File: src/rtl/rst_sequencer_if.sv
// Status/reset bundle between the staged reset controller and its surroundings.
//   pll_locked_i, dcm_locked_i : clock generator lock indications (asynchronous)
//   ddr2_calib_i               : DDR2 calibration done (DDR2 clock domain)
//   sw_rst_req_i               : one-cycle software fabric/CPU reset request
//   ddr2_rst_o, wb_rst_o, cpu_rst_o : staged active-high resets
//   seq_state_o                : current sequencer state
//   calib_timeout_o, lock_lost_o    : sticky fault flags
interface rst_sequencer_if;
  logic       pll_locked_i;
  logic       dcm_locked_i;
  logic       ddr2_calib_i;
  logic       sw_rst_req_i;
  logic       ddr2_rst_o;
  logic       wb_rst_o;
  logic       cpu_rst_o;
  logic [2:0] seq_state_o;
  logic       calib_timeout_o;
  logic       lock_lost_o;

  // Controller side
  modport slave (
    input  pll_locked_i, dcm_locked_i, ddr2_calib_i, sw_rst_req_i,
    output ddr2_rst_o, wb_rst_o, cpu_rst_o, seq_state_o,
    output calib_timeout_o, lock_lost_o
  );

  // Clock generator / DDR2 / software side
  modport master (
    output pll_locked_i, dcm_locked_i, ddr2_calib_i, sw_rst_req_i,
    input  ddr2_rst_o, wb_rst_o, cpu_rst_o, seq_state_o,
    input  calib_timeout_o, lock_lost_o
  );
endinterface

File: src/rtl/rst_sequencer.sv
// Staged reset controller: synchronises lock/calibration status into the
// Wishbone clock domain and releases DDR2 -> Wishbone -> CPU resets in order.
// Re-sequences on lock loss; supports a software fabric/CPU reset.
//   clk_i : Wishbone clock (wb_clk_o)
//   rst_i : asynchronous active-high reset (async_rst_o)
//   bus   : status inputs, staged reset outputs, state and sticky flags
module rst_sequencer #(
  parameter int unsigned SYNC_STAGES     = 2,
  parameter int unsigned LOCK_STABLE_CYC = 256,
  parameter int unsigned CALIB_TIMEOUT   = 1048576,
  parameter int unsigned RST_HOLD_CYC    = 16,
  parameter int unsigned CNT_W           = 21
) (
  input  logic           clk_i,
  input  logic           rst_i,
  rst_sequencer_if.slave bus
);

  localparam logic [2:0] ST_RESET      = 3'd0;
  localparam logic [2:0] ST_WAIT_LOCK  = 3'd1;
  localparam logic [2:0] ST_DDR_REL    = 3'd2;
  localparam logic [2:0] ST_WAIT_CALIB = 3'd3;
  localparam logic [2:0] ST_WB_REL     = 3'd4;
  localparam logic [2:0] ST_RUN        = 3'd5;
  localparam logic [2:0] ST_SW_RST     = 3'd6;
  localparam logic [2:0] ST_FAULT      = 3'd7;

  localparam logic [CNT_W-1:0] LOCK_LAST  = CNT_W'(LOCK_STABLE_CYC - 1);
  localparam logic [CNT_W-1:0] CALIB_LAST = CNT_W'(CALIB_TIMEOUT - 1);
  localparam logic [CNT_W-1:0] HOLD_LAST  = CNT_W'(RST_HOLD_CYC - 1);

  logic [SYNC_STAGES-1:0] pll_sync_q;
  logic [SYNC_STAGES-1:0] dcm_sync_q;
  logic [SYNC_STAGES-1:0] calib_sync_q;

  logic [2:0]       state_q, state_d;
  logic [CNT_W-1:0] cnt_q, cnt_d, cnt_inc;
  logic             timeout_q, timeout_d;
  logic             lost_q, lost_d;
  logic             ddr2_rst_q, ddr2_rst_d;
  logic             wb_rst_q, wb_rst_d;
  logic             cpu_rst_q, cpu_rst_d;

  logic lock_ok;
  logic calib_ok;
  logic lock_watch;

  // Multi-flop synchronisers, cleared by rst_i
  always_ff @(posedge clk_i or posedge rst_i) begin
    if (rst_i) begin
      pll_sync_q   <= '0;
      dcm_sync_q   <= '0;
      calib_sync_q <= '0;
    end else begin
      pll_sync_q   <= {pll_sync_q[SYNC_STAGES-2:0], bus.pll_locked_i};
      dcm_sync_q   <= {dcm_sync_q[SYNC_STAGES-2:0], bus.dcm_locked_i};
      calib_sync_q <= {calib_sync_q[SYNC_STAGES-2:0], bus.ddr2_calib_i};
    end
  end

  assign lock_ok  = pll_sync_q[SYNC_STAGES-1] & dcm_sync_q[SYNC_STAGES-1];
  assign calib_ok = calib_sync_q[SYNC_STAGES-1];

  // Saturating increment: the counter parks at all-ones instead of wrapping
  assign cnt_inc = (cnt_q == '1) ? cnt_q : cnt_q + CNT_W'(1);

  // States in which a dropped lock forces a full re-sequence
  assign lock_watch = (state_q == ST_DDR_REL) || (state_q == ST_WAIT_CALIB) ||
                      (state_q == ST_WB_REL)  || (state_q == ST_RUN) ||
                      (state_q == ST_SW_RST);

  // State, counter and flag registers; reset outputs follow the next state
  always_ff @(posedge clk_i or posedge rst_i) begin
    if (rst_i) begin
      state_q    <= ST_RESET;
      cnt_q      <= '0;
      timeout_q  <= 1'b0;
      lost_q     <= 1'b0;
      ddr2_rst_q <= 1'b1;
      wb_rst_q   <= 1'b1;
      cpu_rst_q  <= 1'b1;
    end else begin
      state_q    <= state_d;
      cnt_q      <= cnt_d;
      timeout_q  <= timeout_d;
      lost_q     <= lost_d;
      ddr2_rst_q <= ddr2_rst_d;
      wb_rst_q   <= wb_rst_d;
      cpu_rst_q  <= cpu_rst_d;
    end
  end

  // Next-state, counter and reset-output decode
  always_comb begin
    state_d    = state_q;
    cnt_d      = cnt_q;
    timeout_d  = timeout_q;
    lost_d     = lost_q;
    ddr2_rst_d = 1'b1;
    wb_rst_d   = 1'b1;
    cpu_rst_d  = 1'b1;

    case (state_q)
      ST_RESET: begin
        state_d = ST_WAIT_LOCK;
        cnt_d   = '0;
      end
      ST_WAIT_LOCK: begin
        if (!lock_ok) begin
          cnt_d = '0;
        end else if (cnt_q == LOCK_LAST) begin
          state_d = ST_DDR_REL;
          cnt_d   = '0;
        end else begin
          cnt_d = cnt_inc;
        end
      end
      ST_DDR_REL: begin
        state_d = ST_WAIT_CALIB;
        cnt_d   = '0;
      end
      ST_WAIT_CALIB: begin
        // Calibration completing on the timeout edge still counts as success
        if (calib_ok) begin
          state_d = ST_WB_REL;
          cnt_d   = '0;
        end else if (cnt_q == CALIB_LAST) begin
          state_d   = ST_FAULT;
          timeout_d = 1'b1;
        end else begin
          cnt_d = cnt_inc;
        end
      end
      ST_WB_REL: begin
        if (cnt_q == HOLD_LAST) begin
          state_d = ST_RUN;
          cnt_d   = '0;
        end else begin
          cnt_d = cnt_inc;
        end
      end
      ST_RUN: begin
        if (bus.sw_rst_req_i) begin
          state_d = ST_SW_RST;
          cnt_d   = '0;
        end
      end
      ST_SW_RST: begin
        if (cnt_q == HOLD_LAST) begin
          state_d = ST_WB_REL;
          cnt_d   = '0;
        end else begin
          cnt_d = cnt_inc;
        end
      end
      ST_FAULT: begin
        state_d = ST_FAULT;
      end
      default: begin
        state_d = ST_RESET;
        cnt_d   = '0;
      end
    endcase

    // Lock loss overrides every other transition
    if (lock_watch && !lock_ok) begin
      state_d = ST_RESET;
      cnt_d   = '0;
      lost_d  = 1'b1;
    end

    case (state_d)
      ST_DDR_REL, ST_WAIT_CALIB, ST_SW_RST: begin
        ddr2_rst_d = 1'b0;
      end
      ST_WB_REL: begin
        ddr2_rst_d = 1'b0;
        wb_rst_d   = 1'b0;
      end
      ST_RUN: begin
        ddr2_rst_d = 1'b0;
        wb_rst_d   = 1'b0;
        cpu_rst_d  = 1'b0;
      end
      default: begin
        ddr2_rst_d = 1'b1;
      end
    endcase
  end

  assign bus.ddr2_rst_o      = ddr2_rst_q;
  assign bus.wb_rst_o        = wb_rst_q;
  assign bus.cpu_rst_o       = cpu_rst_q;
  assign bus.seq_state_o     = state_q;
  assign bus.calib_timeout_o = timeout_q;
  assign bus.lock_lost_o     = lost_q;

endmodule
File: src/flat_wrapper.sv
// flat-port wrapper written by rule: the top's interface ports become plain ports
module rst_sequencer_flat 
#(
  parameter int unsigned SYNC_STAGES     = 2,
  parameter int unsigned LOCK_STABLE_CYC = 256,
  parameter int unsigned CALIB_TIMEOUT   = 1048576,
  parameter int unsigned RST_HOLD_CYC    = 16,
  parameter int unsigned CNT_W           = 21
)
  (clk_i, rst_i, bus_pll_locked_i, bus_dcm_locked_i, bus_ddr2_calib_i, bus_sw_rst_req_i, bus_ddr2_rst_o, bus_wb_rst_o, bus_cpu_rst_o, bus_seq_state_o, bus_calib_timeout_o, bus_lock_lost_o);
  rst_sequencer_if bus_i ();
  input  logic clk_i;
  input  logic rst_i;
  input wire logic [$bits(bus_i.pll_locked_i)-1:0] bus_pll_locked_i;
  input wire logic [$bits(bus_i.dcm_locked_i)-1:0] bus_dcm_locked_i;
  input wire logic [$bits(bus_i.ddr2_calib_i)-1:0] bus_ddr2_calib_i;
  input wire logic [$bits(bus_i.sw_rst_req_i)-1:0] bus_sw_rst_req_i;
  output wire logic [$bits(bus_i.ddr2_rst_o)-1:0] bus_ddr2_rst_o;
  output wire logic [$bits(bus_i.wb_rst_o)-1:0] bus_wb_rst_o;
  output wire logic [$bits(bus_i.cpu_rst_o)-1:0] bus_cpu_rst_o;
  output wire logic [$bits(bus_i.seq_state_o)-1:0] bus_seq_state_o;
  output wire logic [$bits(bus_i.calib_timeout_o)-1:0] bus_calib_timeout_o;
  output wire logic [$bits(bus_i.lock_lost_o)-1:0] bus_lock_lost_o;
  assign bus_i.pll_locked_i = bus_pll_locked_i;
  assign bus_i.dcm_locked_i = bus_dcm_locked_i;
  assign bus_i.ddr2_calib_i = bus_ddr2_calib_i;
  assign bus_i.sw_rst_req_i = bus_sw_rst_req_i;
  assign bus_ddr2_rst_o = bus_i.ddr2_rst_o;
  assign bus_wb_rst_o = bus_i.wb_rst_o;
  assign bus_cpu_rst_o = bus_i.cpu_rst_o;
  assign bus_seq_state_o = bus_i.seq_state_o;
  assign bus_calib_timeout_o = bus_i.calib_timeout_o;
  assign bus_lock_lost_o = bus_i.lock_lost_o;
  rst_sequencer #(.SYNC_STAGES(SYNC_STAGES), .LOCK_STABLE_CYC(LOCK_STABLE_CYC), .CALIB_TIMEOUT(CALIB_TIMEOUT), .RST_HOLD_CYC(RST_HOLD_CYC), .CNT_W(CNT_W)) u_core (.clk_i(clk_i), .rst_i(rst_i), .bus(bus_i));
endmodule
File: config.mk
export PLATFORM = sky130hd
export DESIGN_NAME = rst_sequencer_flat
export DESIGN_NICKNAME = d
export VERILOG_FILES = /design/src/rtl/rst_sequencer_if.sv /design/src/rtl/rst_sequencer.sv /design/src/flat_wrapper.sv
export SDC_FILE = /design/constraint.sdc
export NUM_CORES = 1
export LEC_CHECK = 0
export ABC_CLOCK_PERIOD_IN_PS = 6300
export CAP_MARGIN = 15
export CORE_MARGIN = 3
export CORE_UTILIZATION = 48
export CTS_CLUSTER_DIAMETER = 30
export DETAILED_ROUTE_END_ITERATION = 10
export PLACE_DENSITY_LB_ADDON = 0.2
export RECOVER_POWER = 100
export REMOVE_ABC_BUFFERS = 1
export SYNTH_ARGS = -nofsm -noshare
export SYNTH_HDL_FRONTEND = slang
export SYNTH_SLANG_ARGS = --single-unit
File: constraint.sdc
create_clock -name clk_i -period 6.3 [get_ports clk_i]
set_input_delay 1.575 -clock clk_i [delete_from_list [all_inputs] [get_ports clk_i]]
set_output_delay 1.575 -clock clk_i [all_outputs]
set_load 0.02 [all_outputs]
==> results.json <==
{
  "viasPerCell": 6.68,
  "cts_hold_buf": 0,
  "dp_hpwl_um": 3220,
  "p_seq_frac": 0.469,
  "synth_cell_type_count": 53,
  "ios": 14,
  "start_kind": "primary input",
  "netlist_top_cells_area": "dfrtp_1 40%, o21ai_0 4.5%, a22o_1 4.4%, dfstp_2 4.0%, nand2_1 3.0%",
  "tns_ns": 0,
  "dpl-instance-area_mm2": 0.00212,
  "max-slew-margin-rel": -0.219,
  "syn_area_mm2": 0.00199,
  "clock.fmax_mhz": 274,
  "cts.path.max_buffers": 2,
  "combPwrFrac": 0.033,
  "post_cts_resize_count": 0,
  "hold_path.class": "reg2reg",
  "drtAntennaViolNets": 0,
  "finalHoldViolations": 0,
  "cp_max_fo": 17,
  "grt_pass1_vias": 1735,
  "tightest_slew_ns": 1.83,
  "cts_setup_buffers": 0,
  "dieArea_mm2": 0.00495,
  "synth_seq_area_share": 0.442,
  "tritoncts": "done",
  "maxCapViolCount": 1,
  "antenna_found_initial": 0,
  "ir_drop_mv": 0.116,
  "n_fill_cell": 330,
  "ys_warn_count": 0,
  "layoutNonFillerInstCount": 269,
  "syn2layout_area_growth_pct": 11.9,
  "synth_edf_count": 0,
  "p_sw_frac": 0.201,
  "grt_max_degree": 36,
  "drt_iter0_drc": 151,
  "start_util": 0.520,
  "fin_crit_sh": 0.579,
  "place.gp.congestion": 0.897,
  "power_per_cell_area_mw_per_mm2": 219,
  "drive_above_1_share": 0.0679,
  "syn_avg_cell_area_um2": 9.52,
  "drt_wl_total_um": 4720,
  "violations": "capacitance limit, slew limit",
  "rows": 22,
  "yosys.area.top_type_share": 0.403,
  "n_antenna_cell": 0,
  "status": "finished with violations",
  "grt_setup_unrepaired": "no",
  "internal-power_mw": 0.390,
  "fin_area_mm2": 0.00223,
  "finalCoreUtilization": 0.582,
  "fin_ws_ns": 2.65,
  "clockPowerShare": 0.497,
  "cts_buffers": 5,
  "setup_viol": 0,
  "cts-htree-levels": 2,
  "fin_worst_skew_ns": 0.0119,
  "fp.coreArea_mm2": 0.00383,
  "critical_path_class": "in2reg",
  "die_h_um": 70.4,
  "syn_inst": 209,
  "clkTransAtPathRegs_ns": 0.08,
  "end_kind": "register",
  "drcViolationCount": 0,
  "synth_common_cells": "32 x dfrtp_1, 18 x o21ai_0, 16 x nand2_1",
  "numClockSinks": 35,
  "drtPass1Iterations": 4,
  "multi_input_area_um2": 997,
  "crit_arrival_ns": 3.88,
  "p_sw_mw": 0.0981,
  "die_x_um": 70.4,
  "grt_overflow": 0,
  "grt.total_usage": 0.200,
  "clk_latency_ns": 0.29,
  "drv_slew": 36,
  "p_leak_nw": 0.905,
  "numPortBuffers": 13,
  "async_reset_ff_frac": 1.00,
  "cts-root-buf": "clkbuf_8",
  "routed-via-count": 1796,
  "placedCellCount": 261,
  "fin_nets": 227,
  "pre_cts_ws_ns": 2.87,
  "yosysTopAreaCell": "dfrtp_1",
  "regArea_um2": 880,
  "ys_ff_latch": 35,
  "wl_per_cell_um": 17.5,
  "grt_pass1_wl_um": 7960,
  "cp.required_ns": 6.53,
  "period_minus_slack_ns": 3.65,
  "yosysMostFrequentCell": "dfrtp_1",
  "ys.flop_type": "dfrtp_1"
}
cells by family after synthesis:
kind of cell               Yosys count  share of synthesized area
AOI/OAI and AO/OA                   65                      0.240
DFF                                 35                      0.442
buffers and inverters               15                     0.0453
adders and majority gates            1                    0.00629
and+or+nand+nor                     93                      0.266
sequential cells by signal, summed over array words and instances, names as in the netlist:
name,flops
u_core.bus.calib_timeout_o,1
u_core.bus.cpu_rst_o,1
u_core.bus.ddr2_rst_o,1
u_core.bus.lock_lost_o,1
u_core.bus.seq_state_o,3
u_core.bus.wb_rst_o,1
u_core.calib_sync_q,2
u_core.cnt_q,21
u_core.dcm_sync_q,2
u_core.pll_sync_q,2
layout make-up:
class                           count  share of cell area
Multi-Input combinational cell    159               0.448
Clock buffer                        5              0.0309
Timing Repair Buffer               14              0.0601
Sequential cell                    35               0.395
Tap cell                           48              0.0270
Inverter                            5             0.00843
Clock inverter                      3              0.0304
metrics by stage:
| step | power, mW | hold slack (ns) |
|---|---|---|
| after floorplan | 0.244 | 0.331 |
| after global placement | 0.251 | 0.332 |
| after detailed placement | 0.252 | 0.335 |
| after CTS | 0.495 | 0.352 |
| after global routing | 0.506 | 0.360 |
| final | 0.488 | 0.341 |
per-layer routing:
layer	GRT usage	up-vias	wire, um	part of all wire
li1	-	822	-	-
met1	0.238	872	1880	0.40
met2	0.342	85	2320	0.49
met3	0.0504	17	392	0.083
met4	0.0809	0	125	0.026
met5	0	-	0	0
worst paths after layout:
path                                                        from  depth (start not counted)                             endpoint  slack [ns]
worst max-delay path                            bus_sw_rst_req_i                          6          u_core.cnt_q[1]$_DFFE_PP0P_        2.65
worst min-delay path            u_core.calib_sync_q[0]$_DFF_PP0_                          0     u_core.calib_sync_q[1]$_DFF_PP0_        0.34
worst max register to register       u_core.cnt_q[8]$_DFFE_PP0P_                          6          u_core.cnt_q[1]$_DFFE_PP0P_        3.08
worst min register to register  u_core.calib_sync_q[0]$_DFF_PP0_                          0     u_core.calib_sync_q[1]$_DFF_PP0_        0.34
max in group asynchronous                                  rst_i                          3     u_core.calib_sync_q[0]$_DFF_PP0_        2.87
min in group asynchronous                                  rst_i                          3  u_core.bus.seq_state_o[1]$_DFF_PP0_        2.37
placed cells by master (no fill, tap or decap), drive strengths merged, types with 4 or more instances in the layout:
cell type    instances
nor2b                5
nand4                8
a21o                 5
nand2               16
a22o                10
nor3                10
nand3                5
dfrtp               32
inv                  5
or2                  4
nor4                 7
nor2                15
nand2b               5
o21ai               19
dlygate4sd3         13
clkbuf               6
power by group through the flow:
stage,combinational (mW),clock [mW],sequential (mW)
finish,0.0162,0.243,0.229
global route,0.0186,0.258,0.230
CTS,0.0180,0.248,0.229
detailed placement,0.0180,0,0.234
global placement,0.0173,0,0.234
floorplan,0.0105,0,0.233
critical path, cell delays in order:
cell	delay [ns]
dlygate4sd3_1	0.56
inv_1	0.06
a21o_1	0.19
o2111a_1	0.23
nor2_1	0.97
a32o_1	0.29
Power figures use the tool's default switching activity.
